`config.mk`:
```
export PLATFORM = sky130hd
export DESIGN_NAME = instr_encoder_loader
export DESIGN_NICKNAME = d
export VERILOG_FILES = /design/src/rtl/instr_encoder_loader.sv
export SDC_FILE = /design/constraint.sdc
export NUM_CORES = 1
export LEC_CHECK = 0
export ABC_AREA = 1
export BUFFER_PORTS_ARGS = -buffer_cell sky130_fd_sc_hd__buf_2
export CAP_MARGIN = 5
export CORE_MARGIN = 2
export CORE_UTILIZATION = 45
export DETAILED_ROUTE_END_ITERATION = 10
export PLACE_DENSITY = 0.76
export SLEW_MARGIN = 5
export SYNTH_ARGS = -nofsm -noshare
export SYNTH_HDL_FRONTEND = slang
export SYNTH_SLANG_ARGS = --single-unit
```
`constraint.sdc`:
```
create_clock -name clk -period 1.5 [get_ports clk]
set_clock_uncertainty 0.1 [all_clocks]
set_input_delay 0.075 -clock clk [delete_from_list [all_inputs] [get_ports clk]]
set_output_delay 0.075 -clock clk [all_outputs]
set_load 0.01 [all_outputs]
```
`src/rtl/instr_encoder_loader.sv`:
```
// instr_encoder_loader: turns symbolic MIPS instruction fields into 32-bit
// instruction words and writes them into imem at an auto-incrementing
// address. The bring-up harness uses it to load a program before the core
// is released from reset.
//
// Optional feature macro: ENC_BRANCH_REL_EN
//   When it is defined, BEQ/BNE take imm as an absolute word address. The
//   block then writes offset = imm - (wr_ptr + 1), truncated to 16 bits.
//   When it is undefined, imm is passed through unchanged for every I-type op.
//
// Ports:
//   clk, rst_n      clock; asynchronous active-low reset
//   start           synchronous pulse: clears wr_ptr, instr_count and full
//   in_valid/ready  handshake for the instruction fields
//   op_sel          0=ADD 1=ADDI 2=LW 3=SW 4=BEQ 5=BNE 6=J 7=reserved
//   rs, rt, rd      register fields (rd is used by ADD only)
//   imm, target     immediate/branch offset, and J word target
//   imem_we/addr/wdata  registered imem write port
//   instr_count     instructions written since the last start or reset
//   full            instr_count == DEPTH
//   err_illegal     one-cycle pulse when a reserved op_sel is accepted
//   busy            high while the write cycle is in progress
module instr_encoder_loader #(
    parameter int unsigned ADDR_W = 8,
    parameter int unsigned DEPTH  = 256
) (
    input  logic              clk,
    input  logic              rst_n,
    input  logic              start,
    input  logic              in_valid,
    output logic              in_ready,
    input  logic [2:0]        op_sel,
    input  logic [4:0]        rs,
    input  logic [4:0]        rt,
    input  logic [4:0]        rd,
    input  logic [15:0]       imm,
    input  logic [25:0]       target,
    output logic              imem_we,
    output logic [ADDR_W-1:0] imem_addr,
    output logic [31:0]       imem_wdata,
    output logic [ADDR_W:0]   instr_count,
    output logic              full,
    output logic              err_illegal,
    output logic              busy
);

    localparam int unsigned CNT_W = ADDR_W + 1;

    localparam logic [2:0] OP_ADD  = 3'd0;
    localparam logic [2:0] OP_ADDI = 3'd1;
    localparam logic [2:0] OP_LW   = 3'd2;
    localparam logic [2:0] OP_SW   = 3'd3;
    localparam logic [2:0] OP_BEQ  = 3'd4;
    localparam logic [2:0] OP_BNE  = 3'd5;
    localparam logic [2:0] OP_J    = 3'd6;
    localparam logic [2:0] OP_RSVD = 3'd7;

    localparam logic [5:0] OPC_RTYPE = 6'b000000;
    localparam logic [5:0] OPC_ADDI  = 6'b001000;
    localparam logic [5:0] OPC_LW    = 6'b100011;
    localparam logic [5:0] OPC_SW    = 6'b101011;
    localparam logic [5:0] OPC_BEQ   = 6'b000100;
    localparam logic [5:0] OPC_BNE   = 6'b000101;
    localparam logic [5:0] OPC_J     = 6'b000010;
    localparam logic [5:0] FUNCT_ADD = 6'b100000;

    typedef enum logic {
        S_IDLE  = 1'b0,
        S_WRITE = 1'b1
    } state_e;

    state_e              state_q, state_d;
    logic [ADDR_W-1:0]   wr_ptr_q, wr_ptr_d;
    logic [CNT_W-1:0]    count_q, count_d;
    logic                full_q, full_d;
    logic                we_q, we_d;
    logic [ADDR_W-1:0]   addr_q, addr_d;
    logic [31:0]         wdata_q, wdata_d;
    logic                err_q, err_d;

    logic [15:0]         branch_imm;
    logic [31:0]         enc_word;

`ifdef ENC_BRANCH_REL_EN
    logic [16:0]         rel_off;

    // Absolute branch target becomes an offset from the next instruction slot.
    always_comb begin
        rel_off    = 17'(imm) - (17'(wr_ptr_q) + 17'd1);
        branch_imm = rel_off[15:0];
    end
`else
    assign branch_imm = imm;
`endif

    // Encode the fields of each op class. Fields an op does not use stay out of the word.
    always_comb begin
        enc_word = '0;
        case (op_sel)
            OP_ADD:  enc_word = {OPC_RTYPE, rs, rt, rd, 5'b00000, FUNCT_ADD};
            OP_ADDI: enc_word = {OPC_ADDI, rs, rt, imm};
            OP_LW:   enc_word = {OPC_LW, rs, rt, imm};
            OP_SW:   enc_word = {OPC_SW, rs, rt, imm};
            OP_BEQ:  enc_word = {OPC_BEQ, rs, rt, branch_imm};
            OP_BNE:  enc_word = {OPC_BNE, rs, rt, branch_imm};
            OP_J:    enc_word = {OPC_J, target};
            default: enc_word = '0;
        endcase
    end

    // start blocks acceptance so that it wins over a concurrent in_valid.
    assign in_ready = (state_q == S_IDLE) && !full_q && !start;

    // Next-state logic and next values of the registered outputs.
    always_comb begin
        state_d  = state_q;
        wr_ptr_d = wr_ptr_q;
        count_d  = count_q;
        full_d   = full_q;
        we_d     = 1'b0;
        addr_d   = addr_q;
        wdata_d  = wdata_q;
        err_d    = 1'b0;

        case (state_q)
            S_IDLE: begin
                if (start) begin
                    wr_ptr_d = '0;
                    count_d  = '0;
                    full_d   = 1'b0;
                end else if (in_valid && in_ready) begin
                    if (op_sel == OP_RSVD) begin
                        err_d = 1'b1;
                    end else begin
                        we_d    = 1'b1;
                        addr_d  = wr_ptr_q;
                        wdata_d = enc_word;
                        state_d = S_WRITE;
                    end
                end
            end
            S_WRITE: begin
                state_d = S_IDLE;
                // The write still completes; start only redirects the bookkeeping.
                if (start) begin
                    wr_ptr_d = '0;
                    count_d  = '0;
                    full_d   = 1'b0;
                end else begin
                    wr_ptr_d = wr_ptr_q + ADDR_W'(1);
                    count_d  = count_q + CNT_W'(1);
                    full_d   = (count_q + CNT_W'(1)) == CNT_W'(DEPTH);
                end
            end
            default: state_d = S_IDLE;
        endcase
    end

    // State and output registers.
    always_ff @(posedge clk or negedge rst_n) begin
        if (!rst_n) begin
            state_q  <= S_IDLE;
            wr_ptr_q <= '0;
            count_q  <= '0;
            full_q   <= 1'b0;
            we_q     <= 1'b0;
            addr_q   <= '0;
            wdata_q  <= '0;
            err_q    <= 1'b0;
        end else begin
            state_q  <= state_d;
            wr_ptr_q <= wr_ptr_d;
            count_q  <= count_d;
            full_q   <= full_d;
            we_q     <= we_d;
            addr_q   <= addr_d;
            wdata_q  <= wdata_d;
            err_q    <= err_d;
        end
    end

    assign imem_we     = we_q;
    assign imem_addr   = addr_q;
    assign imem_wdata  = wdata_q;
    assign instr_count = count_q;
    assign full        = full_q;
    assign err_illegal = err_q;
    assign busy        = (state_q == S_WRITE);

endmodule

```
======== Word level (Yosys, flattened, before mapping) ========
Cells that the tools add are included.
W data, S select, Z words.
word-level totals
  logic and storage cells ................. 48
  flip-flop bits (word level) ............. 61
  input port bits ......................... 64
  output and inout bits ................... 54
operators by class
  equality and inequality tests ........... 9
  add/subtract/negate cells ............... 2
  multiplexer cells ....................... 19
  bitwise gates (word level) .............. 3
  reduce and logical (&&, ||, !) cells .... 7
operator list
  kind                   number
  $pmux W32 S7           1
  $mux W9                2
  $pmux W9 S2            1
  $mux W8                2
  $pmux W8 S2            1
  $eq A3 B3 Y1 const B   4
  $mux W1                10
  $add A9 B1 Y9 const B  1
  $eq A9 B9 Y1 const B   1
  $add A8 B1 Y8 const B  1
  $eq A3 B2 Y1 const B   2
  $pmux W1 S2            2
  $reduce_and A4 Y1      1
  $eq A3 B1 Y1 const B   1
  $logic_and A1 B1 Y1    3
  $logic_not A3 Y1       1
  $not A1 Y1             3
  $logic_not A1 Y1       2
  $ne A2 B2 Y1 const B   1

======== Longest topological paths before layout ========
Gate-level depths: netlist of run 1.
  word-level depth ........................ 7
  gate-level depth with buffers ........... 9
  mapped depth without buffers ............ 8

======== Least setup slack after synthesis of run 1 ========
Ideal clock, no wire load.
  kind .................................... register to register
  start point ............................. reg state_q, in the netlist busy
  end point ............................... reg wdata_q[10], in the netlist imem_wdata[10]
  clock period less this slack ............ 1.503 ns
  path slack .............................. -0.003 ns
  data required time ...................... 1.280 ns
  path buffers ............................ 1
  stages on the path, launching flop included .. 10
  arrival ................................. 1.283 ns
  setup time .............................. 0.120 ns
  path through ............................ dfrtp_1 -> inv_2 -> nand2_2 -> nor2_4 -> nand2_2 -> clkinv_2 -> nand2_8 -> buf_12 -> a21oi_2 -> a21oi_2
on the way
  cells in the longest elaborated chain, start to end .. 5
ends and longest elaborated chain
  element                             line  RTL
  from (decl)                         72    state_e state_q, state_d;
  from (signal assigned)              171   state_q <= state_d;
  $not A1 Y1                          --
  $logic_and A1 B1 Y1 (2 in series)   112   assign in_ready = (state_q == S_IDLE) && !full_q && !start;
  named net in_ready                  31    output logic in_ready,
  $logic_and A1 B1 Y1                 131   end else if (in_valid && in_ready) begin
  $reduce_and A4 Y1 (no source line)  --
  to (signal assigned)                177   wdata_q <= wdata_d;
  to (decl)                           78    logic [31:0] wdata_q, wdata_d;
The timed path passes the listed nets, and every way through them passes these cells.
A chain may end at the register's enable or synchronous reset.

======== Worst setup path in the final report of run 1 ========
  start point ............................. reg state_q, in the netlist busy
  end point ............................... reg wdata_q[23], in the netlist imem_wdata[23]
on the way
  cells in the longest elaborated chain, start to end .. 5
ends and longest elaborated chain
  element                               line
  $not A1 Y1 *                          --
  $logic_and A1 B1 Y1 (2 in series)     112
  $logic_and A1 B1 Y1                   131
  $reduce_and A4 Y1 (no source line) *  --
Mark *: on every way between the ends. The rest lies on a longest branch, timed or not.

==> results of run 1 <==
flip-flops by register name (all words and copies together) (netlist names):
name         cells
busy             1
err_illegal      1
full             1
imem_addr        8
imem_wdata      31
instr_count      9
wr_ptr_q         8
worst max-delay path, cell delays in order, from the launching register on:
cell	delay, ns
dfrtp_2	0.42
inv_2	0.09
nand2_4	0.06
nor2_4	0.11
nand2_4	0.07
a21oi_4	0.18
buf_12	0.18
nor2_1	0.07
a31oi_1	0.23
synthesized netlist by cell type, drive strengths merged:
cell    count  area, µm²
ha          2       25.0
nand4       4       25.0
nor2       41        171
nor3        4       31.3
o22ai       1       6.26
nand3      14       70.1
a22o        1       8.76
clkinv      2       13.8
conb        1       3.75
dfrtp      59       1480
clkbuf      1       3.75
buf        13        120
nand3b      1       7.51
inv        22       82.6
o31ai       3       32.5
nand2     117        470
a21oi      30        191
o21ai      22        110
a31oi      10       62.6
repair_timing:
action                                 4_1_cts  5_1_grt
setup buffers                                0       11
hold buffers                                63        0
cloned                                       0        5
setup endpoints to repair                    8       40
pin swaps                                    0        4
endpoints found under the hold margin       96        0
resized for setup                            2       28
area by class of cell:
cell class | instances | area share [%]
clock inverter | 5 | 1.11
tap | 77 | 2.04
inverter | 24 | 2.04
multi-input combinational | 252 | 28.0
clock buffer | 11 | 3.00
sequential | 59 | 31.4
timing repair buffer | 206 | 32.4
power by group:
group / internal (mW) / total (mW) / switching, mW
registers: 1.76 / 1.88 / 0.125
clock network: 0.804 / 1.47 / 0.664
logic: 0.506 / 1.05 / 0.542
total: 3.07 / 4.40 / 1.33
final timing paths:
kind                         startpoint        endpoint  slack, ns  cells past startpoint
max                                busy  imem_wdata[23]      -0.11                      8
min                          target[12]  imem_wdata[12]       0.01                      5
max reg2reg                        busy  imem_wdata[23]      -0.11                      8
min reg2reg                imem_addr[1]    imem_addr[1]       0.39                      2
max in group asynchronous         rst_n            busy       0.86                      3
min in group asynchronous         rst_n  imem_wdata[15]       0.16                      3
cells by family (layout without fill, tap and decap cells):
logic type	count (synthesis)	in the layout	share of synthesized area (%)
AOI/OAI and AO/OA	67	67	14.1
other	1	1	0.129
buffers and inverters	38	246	7.56
adders and majority gates	2	2	0.859
DFF	59	59	50.7
and+or+nand+nor	181	182	26.6
per-layer routing:
metal / share of wire (%) / wire length, µm / global-route usage, % / vias to the layer above
met2: 52 / 5420 / 44.0 / 194
met4: 2.5 / 260 / 8.95 / 0
li1: - / - / - / 1539
met3: 7.1 / 745 / 6.78 / 29
met1: 38 / 4000 / 30.5 / 1596
met5: 0 / 0 / 0 / -
stage by stage:
step	worst slack, ns	cell area (µm²)	setup TNS, ns	power [mW]
final	-0.110	4720	-0.538	4.40
after global routing	-0.203	4720	-2.65	4.58
after CTS	-0.00671	4430	-0.0156	4.22
after detailed placement	0.0107	3590	0	2.65
after global placement	0.0794	3590	0	2.63
after floorplan	0.0212	2910	0	2.27
==> results.ini, run 1 <==
[timing]
finalCritPeriodShare_pct=107
slew_viol_final=0
rsz0062_at_grt=yes
finalSetupViolations=15
finalHoldViolations=0
fmax_mhz=621
min_period_ns=1.61
worst_slack_ns=-0.110
holdWs_ns=0.0113

[floorplan]
dieArea_um2=7130
die_w_um=84.5
die_y_um=84.5
fp-row-count=29
ios=118
initial_utilization_pct=46.1
core_um2=6310

[grt]
grt_antenna_before_repair=0
grt_max_degree=60
grt_overflow_total=0
grt_pass1_vias=3130
grt_pass1_wl_um=14500
grtUsageTotal_pct=25.4

[finish]
most-common-layout-cells=buf_2, nand2_1, dlygate4sd3_1
layout-drive-gt1-share_pct=36.6
multi_input_area_um2=1320
layout.cells.non_filler=634
fin_nets=618
area_growth_pct=62.0
fillCellCount=417
utilization_pct=74.7
regArea_um2=1480
diodes=0
layout_commonest_cell=buf_2

[drt]
drcViolationCount=0
wl_per_cell_um=16.5
dr.pass1.iters=5
postRouteAntennaNets=0
drt_iter0_drc=232
dr_total_vias=3358
routed_via_density=5.30
drt-total-wl_um=10400

[logic_synthesis]
syn_inst=348
synth_warnings=0
synth.avg_cell_area_um2=8.37
ys_seq_area_share_pct=50.7
ys_seq_elements=59
synthDistinctLibCells=33
synth_area_um2=2910
synth_nets=414

[clock_network]
cts_tree=built
clockBufferDepth=2
htreeDepth=3
cts_buffers=9
root_buffer=clkbuf_8
cts_num_sinks=59
clkSlewWorstSetupHoldPaths_ns=0.08
clk_latency_ns=0.34

[placed_design]
place_inst=539
dp_hpwl_um=5280
gp_congestion=0.862
io_buffers=116

[power_and_ir_drop]
p_leak_nw=2.33
power-per-cell-area_nw_per_um2=932
vdd_drop_max_mv=0.628

[outcome]
status=finished, violations left
violations=negative setup slack

[job]
drv_cap=0

[worst_setup_path]
cp-end-kind=flip-flop
worstSetupStartpointType=flip-flop
cp.required_ns=1.64
crit_arrival_ns=1.75
critPathMaxFanout=18
critPathKind=flip-flop to flip-flop

[worst_hold_path]
hold_path.class=input port to flip-flop

No activity file was read; power rests on OpenSTA's default activity.
==> run 2: changes to the inputs <==
Settings changed: ABC_AREA 1 to not set.
==> results.ini, run 2 <==
[grt]
grt_pass1_vias=3118  ; was 3130
grt_max_degree=60  ; unchanged
grt_antenna_before_repair=1  ; was 0
grt_overflow_total=0  ; unchanged
grt_pass1_wl_um=14900  ; was 14500 µm
grtUsageTotal_pct=26.2  ; was 25.4%

[power_and_ir_drop]
internal-power_mw=3.15  ; was 3.07 mW
vdd_drop_max_mv=0.556  ; was 0.628 mV
power_frac_comb_pct=23.6  ; was 23.8%
total_power_mw=4.38  ; was 4.40 mW
swShare_pct=28.0  ; was 30.3%
power_frac_clock_pct=33.2  ; was 33.4%
seqPwrFrac_pct=43.2  ; was 42.8%
power-per-cell-area_nw_per_um2=948  ; was 932 nW/µm²
switchingPower_mw=1.23  ; was 1.33 mW
p_leak_nw=2.13  ; was 2.33 nW

[floorplan]
initial_utilization_pct=46.9  ; was 46.1%
dieArea_um2=7360  ; was 7130 µm²
die_y_um=85.8  ; was 84.5 µm
fp-row-count=29  ; unchanged
core_um2=6420  ; was 6310 µm²
die_w_um=85.8  ; was 84.5 µm
ios=118  ; unchanged

[logic_synthesis]
synth_xor_area_share_pct=2.62  ; was 0%
synth_warnings=0  ; unchanged
syn_inst=297  ; was 348
ys_seq_area_share_pct=49.0  ; was 50.7%
synth_area_leaders=dfrtp_1, a31oi_1, a21oi_1  ; was dfrtp_1, nand2_1, nor2_1
ys_seq_elements=59  ; unchanged
synth_common_cells=dfrtp_1, a21oi_1, o21ai_0  ; was nand2_1, dfrtp_1, nor2_1
synth_most_common_cell=dfrtp_1  ; was nand2_1
synth_top_family_by_area=compound AO/OA/AOI/OAI gates  ; was simple AND/OR/NAND/NOR gates
ys.flop_type=dfrtp_1  ; unchanged
synth_compound_gate_area_share_pct=20.5  ; was 14.1%
yosys.area.top_type_share_pct=49.0  ; was 50.7%
synthAdderAreaFrac_pct=0.831  ; was 0.859%
yosys.area.top_type=dfrtp_1  ; unchanged
synthDistinctLibCells=44  ; was 33
synth.avg_cell_area_um2=10.1  ; was 8.37 µm²
synth_nets=363  ; was 414
synth_edf_count=0  ; unchanged
synthArstFlopShare_pct=100  ; unchanged
yosys.area_share.simple_pct=17.7  ; was 26.6%
muxShareOfSynthArea_pct=4.03  ; was 0%
synth_area_um2=3010  ; was 2910 µm²

[worst_setup_path]
rrSetupSlack_ns=-0.29  ; was -0.11 ns
setup.worst_path.start=busy  ; unchanged
cpPeakStageDelay_ns=0.55  ; was 0.42 ns
worstSetupStartpointType=flip-flop  ; unchanged
reg2reg_from=busy  ; unchanged
cp-end-kind=flip-flop  ; unchanged
crit_arrival_ns=1.91  ; was 1.75 ns
crit_chain=or4b_4, a21oi_4, buf_12, mux2_2  ; was inv_2, nand2_4, nor2_4, nand2_4, a21oi_4, buf_12, nor2_1, a31oi_1
reg2reg_depth=4  ; was 8
cp.required_ns=1.62  ; was 1.64 ns
critPathKind=flip-flop to flip-flop  ; unchanged
cp_slowest_cell=or4b_4  ; was dfrtp_2
reg2reg_to=imem_addr[6]  ; was imem_wdata[23]
critPathMaxFanout=11  ; was 18
cp-endpoint=imem_addr[6]  ; was imem_wdata[23]

[timing]
fin_tns_setup_ns=-8.37  ; was -0.538 ns
holdWs_ns=0.0245  ; was 0.0113 ns
worstMarginPinSlew_ns=0.534
min_period_ns=1.79  ; was 1.61 ns
slew_headroom_pct=64.3
worst_slack_ns=-0.293  ; was -0.110 ns
slew_viol_final=0  ; unchanged
finalCritPeriodShare_pct=120  ; was 107%
rsz0062_at_grt=yes  ; unchanged
fmax_mhz=558  ; was 621 MHz
finalSetupViolations=45  ; was 15
finalHoldViolations=0  ; unchanged

[clock_network]
cts_tree=built  ; unchanged
root_buffer=clkbuf_8  ; unchanged
htreeDepth=3  ; unchanged
cts_buffers=9  ; unchanged
clkSlewWorstSetupHoldPaths_ns=0.06  ; was 0.08 ns
clockBufferDepth=2  ; unchanged
clk_latency_ns=0.34  ; about the same
cts_num_sinks=59  ; unchanged

[job]
drv_cap=0  ; unchanged

[drt]
routed_via_density=5.66  ; was 5.30
drt_iter0_drc=159  ; was 232
dr_total_vias=3124  ; was 3358
wl_per_cell_um=16.7  ; was 16.5 µm
dr.pass1.iters=8  ; was 5
drt-total-wl_um=9200  ; was 10400 µm
drcViolationCount=14  ; was 0
postRouteAntennaNets=0  ; unchanged

[placed_design]
io_buffers=116  ; unchanged
gp_congestion=0.825  ; was 0.862
dp_hpwl_um=5510  ; was 5280 µm
place_inst=486  ; was 539

[finish]
most-common-layout-cells=buf_2, dfrtp_1, dlygate4sd3_1  ; was buf_2, nand2_1, dlygate4sd3_1
area_growth_pct=53.4  ; was 62.0%
layout_commonest_cell=buf_2  ; unchanged
largest_reg_flops=31  ; unchanged
utilization_pct=71.9  ; was 74.7%
layout-drive-gt1-share_pct=41.6  ; was 36.6%
fin_nets=535  ; was 618
layout.cells.non_filler=552  ; was 634

[outcome]
violations=design-rule violations, negative setup slack  ; was negative setup slack
status=finished, violations left  ; unchanged

[worst_hold_path]
hold_path.class=input port to flip-flop  ; unchanged

## run 2: logic make-up (layout without fill, tap and decap cells)
group                    after synthesis  in the layout
AO/OA/AOI/OAI                         97             97
XOR/XNOR                               9              9
adder cells (fa/ha/maj)                2              2
buffers and inverters                 30            206
flip-flops                            59             59
multiplexers                          11             11
other                                  1              3
AND/OR/NAND/NOR                       88             88
## run 2: area by class of cell
cell class / count / area [µm²]
fillers: 462 / 1800
multi-input cells: 208 / 1510
flip-flops and latches: 59 / 1480
repair buffers: 188 / 1330
clock buffers: 13 / 159
well taps: 77 / 96.3
clock inverters: 2 / 35.0
inverters: 3 / 11.3
diodes: 2 / 5.00
## run 2: routing by layer
metal	track usage, %	part of all wire [%]	wire, µm
met5	0	0	0
met4	16.9	4.6	419
met3	5.10	6.4	586
met2	42.9	49	4540
met1	31.7	40	3650
## run 2: power by group through the flow
stage	Sequential [mW]	Clock, mW	Combinational (mW)
floorplan	1.98	0	0.365
global placement	1.90	0	0.839
detailed placement	1.90	0	0.870
CTS	1.89	1.46	1.01
global route	1.91	1.55	1.11
finish	1.89	1.46	1.03
## run 2: timing repair
item,in CTS,in global routing
pin swaps,7,3
gates cloned,2,0
hold endpoints to repair,85,0
hold buffers,41,0
resized for setup,19,15
endpoints found under the setup margin,43,49
buffers inserted,5,1
## run 2: worst max-delay path, delay by kind of cell, from the launching register on
kind | cells | cell delay (ns)
DFF | 1 | 0.38
buffers and inverters | 1 | 0.16
AOI/OAI and AO/OA | 1 | 0.15
and+or+nand+nor | 1 | 0.55
muxes | 1 | 0.34
## run 2: how the worst min path moves through the flow
stage,slack [ns],to,startpoint,depth (start not counted)
3_5_place_dp,0.01,instr_count[3],rst_n,2
6_report,0.02,imem_wdata[13],target[13],3
4_1_cts,0.01,imem_wdata[13],target[13],3
3_3_place_gp,-0.00005,instr_count[7],rst_n,2
2_1_floorplan,-0.32,busy,rst_n,0
5_1_grt,0.04,imem_wdata[13],target[13],3
## run 2: per-stage QoR
stage               area [µm²]  setup slack (ns)
finish                    4620            -0.293
global route              4620            -0.325
CTS                       4550            -0.295
detailed placement        3810            -0.340
global placement          3810            -0.297
floorplan                 3020            -0.508
